===== config.mk =====
export PLATFORM = sky130hd
export DESIGN_NAME = alu_writeback
export DESIGN_NICKNAME = d
export VERILOG_FILES = /design/src/rtl/alu_pkg.sv /design/src/rtl/wb_fifo.sv /design/src/rtl/alu_writeback.sv
export SDC_FILE = /design/constraint.sdc
export NUM_CORES = 1
export LEC_CHECK = 0
export CELL_PAD_IN_SITES_DETAIL_PLACEMENT = 0
export CELL_PAD_IN_SITES_GLOBAL_PLACEMENT = 1
export CORE_MARGIN = 2
export CORE_UTILIZATION = 42
export CTS_CLUSTER_DIAMETER = 200
export DETAILED_ROUTE_END_ITERATION = 7
export HOLD_SLACK_MARGIN = 0.08
export PLACE_DENSITY = 0.95
export SYNTH_ARGS = -nofsm -noshare
export SYNTH_HDL_FRONTEND = slang
export SYNTH_HIERARCHICAL = 1
export SYNTH_SLANG_ARGS = --single-unit
export TNS_END_PERCENT = 30

===== constraint.sdc =====
create_clock -name clk -period 5.5 [get_ports clk]
set_clock_uncertainty 0.2 [all_clocks]
set_input_delay 1.65 -clock clk [delete_from_list [all_inputs] [get_ports clk]]
set_output_delay 1.65 -clock clk [all_outputs]
set_load 0.02 [all_outputs]

===== src/rtl/alu_pkg.sv =====
// Shared types and constants for the ALU writeback stage: condition codes,
// the architectural flags struct and the branch-condition evaluator.
package alu_pkg;

  localparam int REGBITS_DEFAULT = 4;
  localparam int DATA_W          = 32;

  localparam logic [2:0] COND_AL = 3'd0;
  localparam logic [2:0] COND_Z  = 3'd1;
  localparam logic [2:0] COND_NZ = 3'd2;
  localparam logic [2:0] COND_N  = 3'd3;
  localparam logic [2:0] COND_NN = 3'd4;
  localparam logic [2:0] COND_C  = 3'd5;
  localparam logic [2:0] COND_NC = 3'd6;
  localparam logic [2:0] COND_NV = 3'd7;

  typedef struct packed {
    logic c;
    logic z;
    logic n;
  } flags_t;

  function automatic logic cond_eval(input logic [2:0] cond, input flags_t f);
    logic r;
    case (cond)
      COND_AL: r = 1'b1;
      COND_Z:  r = f.z;
      COND_NZ: r = ~f.z;
      COND_N:  r = f.n;
      COND_NN: r = ~f.n;
      COND_C:  r = f.c;
      COND_NC: r = ~f.c;
      COND_NV: r = 1'b0;
      default: r = 1'b0;
    endcase
    return r;
  endfunction

endpackage


===== src/rtl/wb_fifo.sv =====
// Register-write queue: {dest, data} entries with push, pop and flush, plus a
// per-entry valid/dest view used by the hazard compare.
module wb_fifo #(
  parameter int DEPTH   = 2,
  parameter int REGBITS = 4,
  parameter int DATA_W  = 32
) (
  input  logic                             clk,
  input  logic                             resetn,
  input  logic                             push,
  input  logic                             pop,
  input  logic                             flush,
  input  logic [REGBITS-1:0]               push_dest,
  input  logic [DATA_W-1:0]                push_data,
  output logic [$clog2(DEPTH):0]           count,
  output logic [REGBITS-1:0]               head_dest,
  output logic [DATA_W-1:0]                head_data,
  output logic [DEPTH-1:0]                 ent_valid,
  output logic [DEPTH-1:0][REGBITS-1:0]    ent_dest
);

  localparam int PTR_W = $clog2(DEPTH);
  localparam logic [PTR_W:0] FULL = (PTR_W+1)'(DEPTH);

  logic [PTR_W-1:0]               wr_ptr_q, wr_ptr_d, rd_ptr_q, rd_ptr_d;
  logic [PTR_W:0]                 count_q, count_d;
  logic [DEPTH-1:0][REGBITS-1:0]  dest_q, dest_d;
  logic [DEPTH-1:0][DATA_W-1:0]   data_q, data_d;
  logic                           do_push, do_pop;
  logic [PTR_W-1:0]               offset;

  assign do_push = push & (count_q != FULL);
  assign do_pop  = pop & (count_q != '0);

  always_comb begin
    wr_ptr_d = wr_ptr_q;
    rd_ptr_d = rd_ptr_q;
    count_d  = count_q;
    dest_d   = dest_q;
    data_d   = data_q;
    if (flush) begin
      wr_ptr_d = '0;
      rd_ptr_d = '0;
      count_d  = '0;
    end else begin
      if (do_push) begin
        dest_d[wr_ptr_q] = push_dest;
        data_d[wr_ptr_q] = push_data;
        wr_ptr_d         = wr_ptr_q + PTR_W'(1);
      end
      if (do_pop) begin
        rd_ptr_d = rd_ptr_q + PTR_W'(1);
      end
      count_d = count_q + (PTR_W+1)'(do_push) - (PTR_W+1)'(do_pop);
    end
  end

  always_ff @(posedge clk or negedge resetn) begin
    if (!resetn) begin
      wr_ptr_q <= '0;
      rd_ptr_q <= '0;
      count_q  <= '0;
      dest_q   <= '0;
      data_q   <= '0;
    end else begin
      wr_ptr_q <= wr_ptr_d;
      rd_ptr_q <= rd_ptr_d;
      count_q  <= count_d;
      dest_q   <= dest_d;
      data_q   <= data_d;
    end
  end

  // An entry is live when its distance from the read pointer is below count.
  always_comb begin
    offset    = '0;
    ent_valid = '0;
    for (int i = 0; i < DEPTH; i++) begin
      offset       = PTR_W'(i) - rd_ptr_q;
      ent_valid[i] = ({1'b0, offset} < count_q);
    end
  end

  assign ent_dest  = dest_q;
  assign count     = count_q;
  assign head_dest = dest_q[rd_ptr_q];
  assign head_data = data_q[rd_ptr_q];

endmodule


===== src/rtl/alu_writeback.sv =====
// ALU writeback stage: commits architectural flags, queues register writes,
// evaluates branch conditions and answers read-after-write hazard queries.
module alu_writeback
  import alu_pkg::*;
#(
  parameter int DEPTH   = 2,
  parameter int REGBITS = REGBITS_DEFAULT
) (
  input  logic                clk,
  input  logic                resetn,
  input  logic                in_valid,
  output logic                in_ready,
  input  logic [DATA_W-1:0]   in_c,
  input  logic                in_carry,
  input  logic                in_zero,
  input  logic                in_neg,
  input  logic [REGBITS-1:0]  in_dest,
  input  logic                in_wen,
  input  logic                in_setf,
  output logic                wb_valid,
  input  logic                wb_ready,
  output logic [REGBITS-1:0]  wb_addr,
  output logic [DATA_W-1:0]   wb_data,
  output logic                flag_c,
  output logic                flag_z,
  output logic                flag_n,
  output logic                carry_fb,
  input  logic [2:0]          cond,
  output logic                cond_true,
  input  logic [REGBITS-1:0]  hazard_addr,
  output logic                hazard,
  input  logic                flush
);

  localparam int PTR_W = $clog2(DEPTH);
  localparam logic [PTR_W:0] FULL = (PTR_W+1)'(DEPTH);

  flags_t                         flags_q, flags_d;
  logic [PTR_W:0]                 count;
  logic [DEPTH-1:0]               ent_valid;
  logic [DEPTH-1:0][REGBITS-1:0]  ent_dest;
  logic                           accept, push, pop;

  // No pass-through when full: a same-cycle pop does not open in_ready.
  assign in_ready = ~flush & (count != FULL);
  assign accept   = in_valid & in_ready;
  assign push     = accept & in_wen;
  assign wb_valid = (count != '0);
  assign pop      = wb_valid & wb_ready;

  wb_fifo #(
    .DEPTH   (DEPTH),
    .REGBITS (REGBITS),
    .DATA_W  (DATA_W)
  ) u_fifo (
    .clk       (clk),
    .resetn    (resetn),
    .push      (push),
    .pop       (pop),
    .flush     (flush),
    .push_dest (in_dest),
    .push_data (in_c),
    .count     (count),
    .head_dest (wb_addr),
    .head_data (wb_data),
    .ent_valid (ent_valid),
    .ent_dest  (ent_dest)
  );

  always_comb begin
    flags_d = flags_q;
    if (accept && in_setf) begin
      flags_d = '{c: in_carry, z: in_zero, n: in_neg};
    end
  end

  always_ff @(posedge clk or negedge resetn) begin
    if (!resetn) begin
      flags_q <= '0;
    end else begin
      flags_q <= flags_d;
    end
  end

  assign flag_c    = flags_q.c;
  assign flag_z    = flags_q.z;
  assign flag_n    = flags_q.n;
  assign carry_fb  = flags_q.c;
  assign cond_true = cond_eval(cond, flags_q);

  // Only queued entries count; the write being accepted now is not visible.
  always_comb begin
    hazard = 1'b0;
    for (int i = 0; i < DEPTH; i++) begin
      if (ent_valid[i] && (ent_dest[i] == hazard_addr)) begin
        hazard = 1'b1;
      end
    end
  end

endmodule

==> results of run 1 <==
-- Yosys cell counts (2+ instances only) --
| master | n |
|---|---|
| inv_1 | 8 |
| nand2_1 | 3 |
| clkbuf_1 | 3 |
| xor2_1 | 5 |
| a21o_1 | 3 |
| buf_6 | 3 |
| nor2_1 | 5 |
| o21ai_0 | 3 |
| mux2_2 | 104 |
| xnor2_1 | 3 |
| dfrtp_1 | 79 |
| buf_2 | 4 |
| a21oi_1 | 2 |
| ha_1 | 2 |
| mux2_1 | 7 |
-- worst max-delay path, cell delays in order --
cell,delay [ps]
clkdlybuf4s50_1,500
inv_1,60
a222oi_1,340
a21o_1,160
clkdlybuf4s50_1,590
-- power groups by stage --
stage          logic [mW]  registers (mW)  clock network (mW)
3_3_place_gp        0.510           0.751                   0
4_1_cts             0.524           0.750               0.433
6_report            0.516           0.749               0.417
3_5_place_dp        0.520           0.762                   0
2_1_floorplan       0.291           0.745                   0
5_1_grt             0.552           0.764               0.459
-- per-layer routing --
layer,global-route usage,share of wire
met2,0.275,0.50
met5,0,0
met4,0.0673,0.018
met3,0.0468,0.050
met1,0.199,0.43
-- cell families after synthesis --
group	synth area share
AO/OA/AOI/OAI	0.0260
XOR/XNOR	0.0191
adder cells (fa/ha/maj)	0.00683
buffers and inverters	0.0280
flip-flops	0.540
multiplexers	0.341
AND/OR/NAND/NOR	0.0393
-- flip-flops by register name, summed over array words and instances, names as in the netlist --
signal,count
u_fifo/wr_ptr_q,1
u_fifo/rd_ptr_q,1
flag_z,1
carry_fb,1
u_fifo/ent_dest,8
u_fifo/data_q,64
u_fifo/count,2
flag_n,1
-- worst max path at each step --
stage / from / end / cells past startpoint
2_1_floorplan: hazard_addr[1] / hazard / 3
3_3_place_gp: hazard_addr[0] / hazard / 5
3_5_place_dp: hazard_addr[0] / hazard / 5
4_1_cts: hazard_addr[0] / hazard / 5
5_1_grt: hazard_addr[0] / hazard / 5
6_report: hazard_addr[0] / hazard / 5
-- layout make-up --
type / instances / area (µm²) / area share
Sequential cell: 79 / 1980 / 0.404
Multi-Input combinational cell: 156 / 1580 / 0.323
Timing Repair Buffer: 99 / 981 / 0.200
Clock buffer: 12 / 145 / 0.0296
Tap cell: 108 / 135 / 0.0276
Clock inverter: 4 / 45.0 / 0.00920
Inverter: 8 / 30.0 / 0.00613
-- cell usage in the layout, fill, tap and decap left out, types with 2 or more instances in the layout --
master	n
nand2_1	3
clkdlybuf4s50_1	95
buf_4	4
clkbuf_1	2
inv_1	8
clkbuf_8	10
xor2_1	5
o21ai_0	3
dfrtp_1	78
mux2_1	7
xnor2_1	3
mux2_2	104
a21oi_1	2
a21o_1	3
clkinv_2	3
nor2_1	5
ha_1	2
-- metrics by stage --
step	setup slack (ps)	instance area (µm²)
floorplan	1400	3660
global placement	400	4710
detailed placement	354	4710
CTS	350	4900
global route	292	4900
finish	351	4900
==> summary.md, run 1 <==
| Metric | Value |
|---|---|
| Fill cells | 704 |
| WHS Endpoint | u_fifo/data_q[8] |
| DRC Markers | 0 |
| Gp weighted congestion | 0.853 |
| Yosys top cell area share | 0.540 |
| Input/output buffers | 96 |
| Clock transition at path regs | 80 ps |
| Combinational Power Share | 0.307 |
| CTS tree | done |
| Vias | 2384 |
| Hold buffers post-CTS | 0 |
| Fmax | 194 MHz |
| Post-synth EDFFs | 0 |
| Worst VDD drop | 0.193 mV |
| Overall power | 1.68 mW |
| Post-route setup TNS | 0 ps |
| RSZ-0062 raised after global routing | false |
| Post-CTS setup buffers | 0 |
| Yosys Warn Count | 6 |
| Dpl hpwl | 4970 µm |
| Num CTS Buffers | 9 |
| Sequential area share after synthesis | 0.540 |
| Reg power frac | 0.445 |
| Diode count | 0 |
| CP endpoint kind | output port |
| Pwr per Cell Area | 344 nW/µm² |
| CTS H-Tree Depth | 3 |
| Total global-route track usage | 0.164 |
| Leading area contributor after synthesis | dfrtp_1 |
| WL/cell | 15.7 µm |
| R2r startpoint | u_fifo/count[0] |
| CTS resizes | 0 |
| Synth Flop Type | dfrtp_1 |
| DIE WIDTH | 97.4 µm |
| Initial core utilization | 0.426 |
| Syn Area/Cell | 14.4 µm² |
| Clock Sinks | 79 |
| Worst r2r dst | u_fifo/data_q[33] |
| Vias per inst | 5.12 |
| Tmin final | 5150 ps |
| Status | complete, no violations |
| Clock Latency Late Sink | 350 ps |
| Worst-case reg-to-reg path depth | 6 |
| Total grt overflow | 0 |
| Net Sw Power | 473 µW |
| Clock group share of total power | 0.248 |
| First-pass GRT wire length | 12300 µm |
| Final WL | 7330 µm |
| Maximum buffer depth of the clock tree | 2 |
| Root buf cell | clkbuf_8 |
| Netlist cell types | 35 |
| I/O Pins | 97 |
| Drt pass-1 iters | 4 |
| Largest net degree at the start of global routing | 80 |
| Max-cap violation count | 0 |
| Layout Nets | 408 |
| Setup Viol. Count Final | 0 |
| Hold slack | 300 ps |
| Switching Share | 0.281 |
| Hold_sp | u_fifo/data_q[8] |
| Placed cells | 450 |
| CP Launch Type | input port |
| Hold Path Depth | 1 |
| Fin crit share | 0.936 |
| Min-delay worst type | flip-flop to flip-flop |
| Worst-margin pin slew | 990 ps |
| P_leak | 2.16 nW |
| Die area | 9490 µm² |
| Post-route ant nets | 0 |
| WP data arrival | 3300 ps |
| Fin cells | 466 |
| P&R area growth vs syn | 33.7% |
| CORE AREA | 8590 µm² |
| Core Rows | 34 |
| Final hold violation count | 0 |
| Initial antenna violation count | 0 |
| Ys async rst share | 1.00 |
| Drt first-iter violations | 45 |
| Crit Path Max Fanout | 2 |
| WS Path Type | input port to output port |
| Post-Syn Area | 3660 µm² |
| Synth area leaders | dfrtp_1 54%, mux2_2 32%, mux2_1 2.2% |
| Floorplan die height | 97.4 µm |
| Final Max Tran Viols | 0 |
| Mapped Cells | 254 |
| Slew HR | 0.340 |
| Number of global-route vias before repair | 2536 |
| R2R Setup Slk | 2780 ps |
| Worst EP required | 3650 ps |
| Synthesized flop and latch total | 79 |
| Share of cells above drive strength 1 | 0.363 |
| Mapped Nets | 309 |
| Fin util | 0.570 |
| Pint | 1.21 mW |
Power figures use the tool's default switching activity.
==> inputs of run 2 (changes only) <==
--- a/config.mk
+++ b/config.mk
@@ -5,6 +5,7 @@
 export SDC_FILE = /design/constraint.sdc
 export NUM_CORES = 1
 export LEC_CHECK = 0
+export ABC_CLOCK_PERIOD_IN_PS = 5500
 export CELL_PAD_IN_SITES_DETAIL_PLACEMENT = 0
 export CELL_PAD_IN_SITES_GLOBAL_PLACEMENT = 1
 export CORE_MARGIN = 2
==> results of run 2 <==
Final layout, timing and power as in run 1 (identical DEF).
==> inputs of run 3 (changes only) <==
--- a/config.mk
+++ b/config.mk
@@ -5,15 +5,15 @@
 export SDC_FILE = /design/constraint.sdc
 export NUM_CORES = 1
 export LEC_CHECK = 0
-export ABC_CLOCK_PERIOD_IN_PS = 5500
+export ABC_CLOCK_PERIOD_IN_PS = 5900
 export CELL_PAD_IN_SITES_DETAIL_PLACEMENT = 0
 export CELL_PAD_IN_SITES_GLOBAL_PLACEMENT = 1
 export CORE_MARGIN = 2
-export CORE_UTILIZATION = 42
+export CORE_UTILIZATION = 39
 export CTS_CLUSTER_DIAMETER = 200
 export DETAILED_ROUTE_END_ITERATION = 7
 export HOLD_SLACK_MARGIN = 0.08
-export PLACE_DENSITY = 0.95
+export PLACE_DENSITY = 0.9
 export SYNTH_ARGS = -nofsm -noshare
 export SYNTH_HDL_FRONTEND = slang
 export SYNTH_HIERARCHICAL = 1
==> constraint.sdc (replaced) <==
create_clock -name clk -period 5.9 [get_ports clk]
set_clock_uncertainty 0.2 [all_clocks]
set_input_delay 1.77 -clock clk [delete_from_list [all_inputs] [get_ports clk]]
set_output_delay 1.77 -clock clk [all_outputs]
set_load 0.02 [all_outputs]
==> run 3 against run 2 <==
- largest cell class unchanged
- sequential cell count did not move
- non-clock buffer count did not move
- largest power group unchanged
- critical path type unchanged
- clock power rose by 4%
==> summary.md, run 3 (synthesized netlist as in run 1, its figures left out) <==
| Metric | Value |
|---|---|
| Status | complete, no violations |
| Clock transition at path regs | 80 ps |
| RSZ-0062 raised after global routing | false |
| Fin util | 0.536 |
| Tmin final | 5380 ps |
| Clock Latency Late Sink | 330 ps |
| P&R area growth vs syn | 34.5% |
| Number of global-route vias before repair | 2637 |
| Final WL | 7320 µm |
| Final hold violation count | 0 |
| Max reg flops | 64 |
| DRC Markers | 0 |
| Post-route ant nets | 0 |
| Crit Path Max Fanout | 2 |
| Slew HR | 0.341 |
| Dpl hpwl | 4930 µm |
| WP data arrival | 3410 ps |
| Fmax | 186 MHz |
| Worst Setup EP | hazard |
| Total global-route track usage | 0.153 |
| DIE WIDTH | 101 µm |
| CTS tree | done |
| Initial core utilization | 0.398 |
| Share of cells above drive strength 1 | 0.363 |
| Die area | 10200 µm² |
| Fill cells | 801 |
| Commonest non-fill, non-tap cell in the layout | mux2_2 |
| Setup crit start | hazard_addr[0] |
| CP endpoint kind | output port |
| CTS H-Tree Depth | 3 |
| Min-delay worst type | flip-flop to flip-flop |
| Max-cap violation count | 0 |
| Maximum buffer depth of the clock tree | 2 |
| R2R Setup Slk | 3450 ps |
| First-pass GRT wire length | 12200 µm |
| Most common cell on crit path | clkdlybuf4s50_1 |
| Worst path bufs/invs | 3 |
| Worst EP required | 3930 ps |
| Vias | 2355 |
| WP depth | 5 |
| Worst-margin pin slew | 988 ps |
| R2r startpoint | u_fifo/count[0] |
| Worst-case reg-to-reg path depth | 7 |
| Hold buffers post-CTS | 0 |
| I/O Pins | 97 |
| Commonest cells after routing, fill and taps aside | 104 x mux2_2, 95 x clkdlybuf4s50_1, 78 x dfrtp_1, 9 x clkbuf_8, 8 x inv_1 |
| Layout Nets | 408 |
| CORE AREA | 9200 µm² |
| Fin crit share | 0.913 |
| Pwr per Cell Area | 326 nW/µm² |
| WS Path Type | input port to output port |
| P_leak | 2.16 nW |
| CP Launch Type | input port |
| Setup Viol. Count Final | 0 |
| WL/cell | 15.6 µm |
| Post-route setup TNS | 0 ps |
| Diode count | 0 |
| Worst path slowest cell | clkdlybuf4s50_1 |
| Input/output buffers | 96 |
| Clock Sinks | 79 |
| Core Rows | 35 |
| Worst r2r dst | u_fifo/data_q[4] |
| Drt first-iter violations | 45 |
| Root buf cell | clkbuf_8 |
| Largest net degree at the start of global routing | 80 |
| Final Max Tran Viols | 0 |
| Num CTS Buffers | 9 |
| Vias per inst | 5.02 |
| Floorplan die height | 101 µm |
| Post-CTS setup buffers | 0 |
| Max stage delay on crit path | 590 ps |
| Delay-heaviest family, CP | buffers and inverters |
| Most flops, register | u_fifo/data_q |
| Worst VDD drop | 0.184 mV |
| Overall power | 1.61 mW |
| Crit-path cells | clkdlybuf4s50_1 > inv_1 > a222oi_1 > a21o_1 > clkdlybuf4s50_1 |
| Drt pass-1 iters | 4 |
| Total grt overflow | 0 |
| Gp weighted congestion | 0.675 |
| Initial antenna violation count | 0 |
| CTS resizes | 0 |
run 3: changes by cell type in the layout (fill, tap and decap cells not counted), sizes merged:
| cell | change |
|---|---|
| clkinv | -3 |
| clkinvlp | +3 |
| bufinv | +1 |
| clkbuf | -1 |
run 3: power by group:
group	internal (mW)	switching (mW)
clock	0.239	0.193
combinational	0.281	0.198
sequential	0.641	0.0552
total	1.16	0.446
run 3: layout make-up:
cell class              instances  area, µm²  share of cell area
flip-flops and latches         79       1980               0.402
multi-input cells             156       1580               0.322
repair buffers                 99        981               0.199
well taps                     111        139              0.0282
clock buffers                  11        131              0.0267
clock inverters                 5       82.6              0.0168
inverters                       8       30.0             0.00610
run 3: through the flow:
| stage | setup slack [ps] | instance area, µm² | cells | hold slack, ps |
|---|---|---|---|---|
| final | 515 | 4930 | 469 | 305 |
| after floorplan | 1560 | 3660 | 254 | 254 |
| after CTS | 513 | 4930 | 469 | 311 |
| after global routing | 433 | 4930 | 469 | 317 |
| after detailed placement | 531 | 4710 | 453 | 288 |
| after global placement | 550 | 4710 | 453 | 267 |
run 3: layer usage:
metal / vias to the layer above / wire length, µm / track usage
li1: 1105 / - / -
met1: 1184 / 3190 / 0.186
met2: 56 / 3660 / 0.261
met3: 10 / 359 / 0.0388
met4: 0 / 109 / 0.0561
met5: - / 0 / 0
run 3: how the worst min path moves through the flow:
stage	from	endpoint	slack, ps	depth (start not counted)
floorplan	u_fifo/data_q[8]	u_fifo/data_q[8]	250	1
global placement	u_fifo/data_q[9]	u_fifo/data_q[9]	270	1
detailed placement	u_fifo/data_q[9]	u_fifo/data_q[9]	290	1
CTS	u_fifo/data_q[39]	u_fifo/data_q[39]	310	1
global route	u_fifo/data_q[33]	u_fifo/data_q[33]	320	1
finish	u_fifo/data_q[8]	u_fifo/data_q[8]	300	1
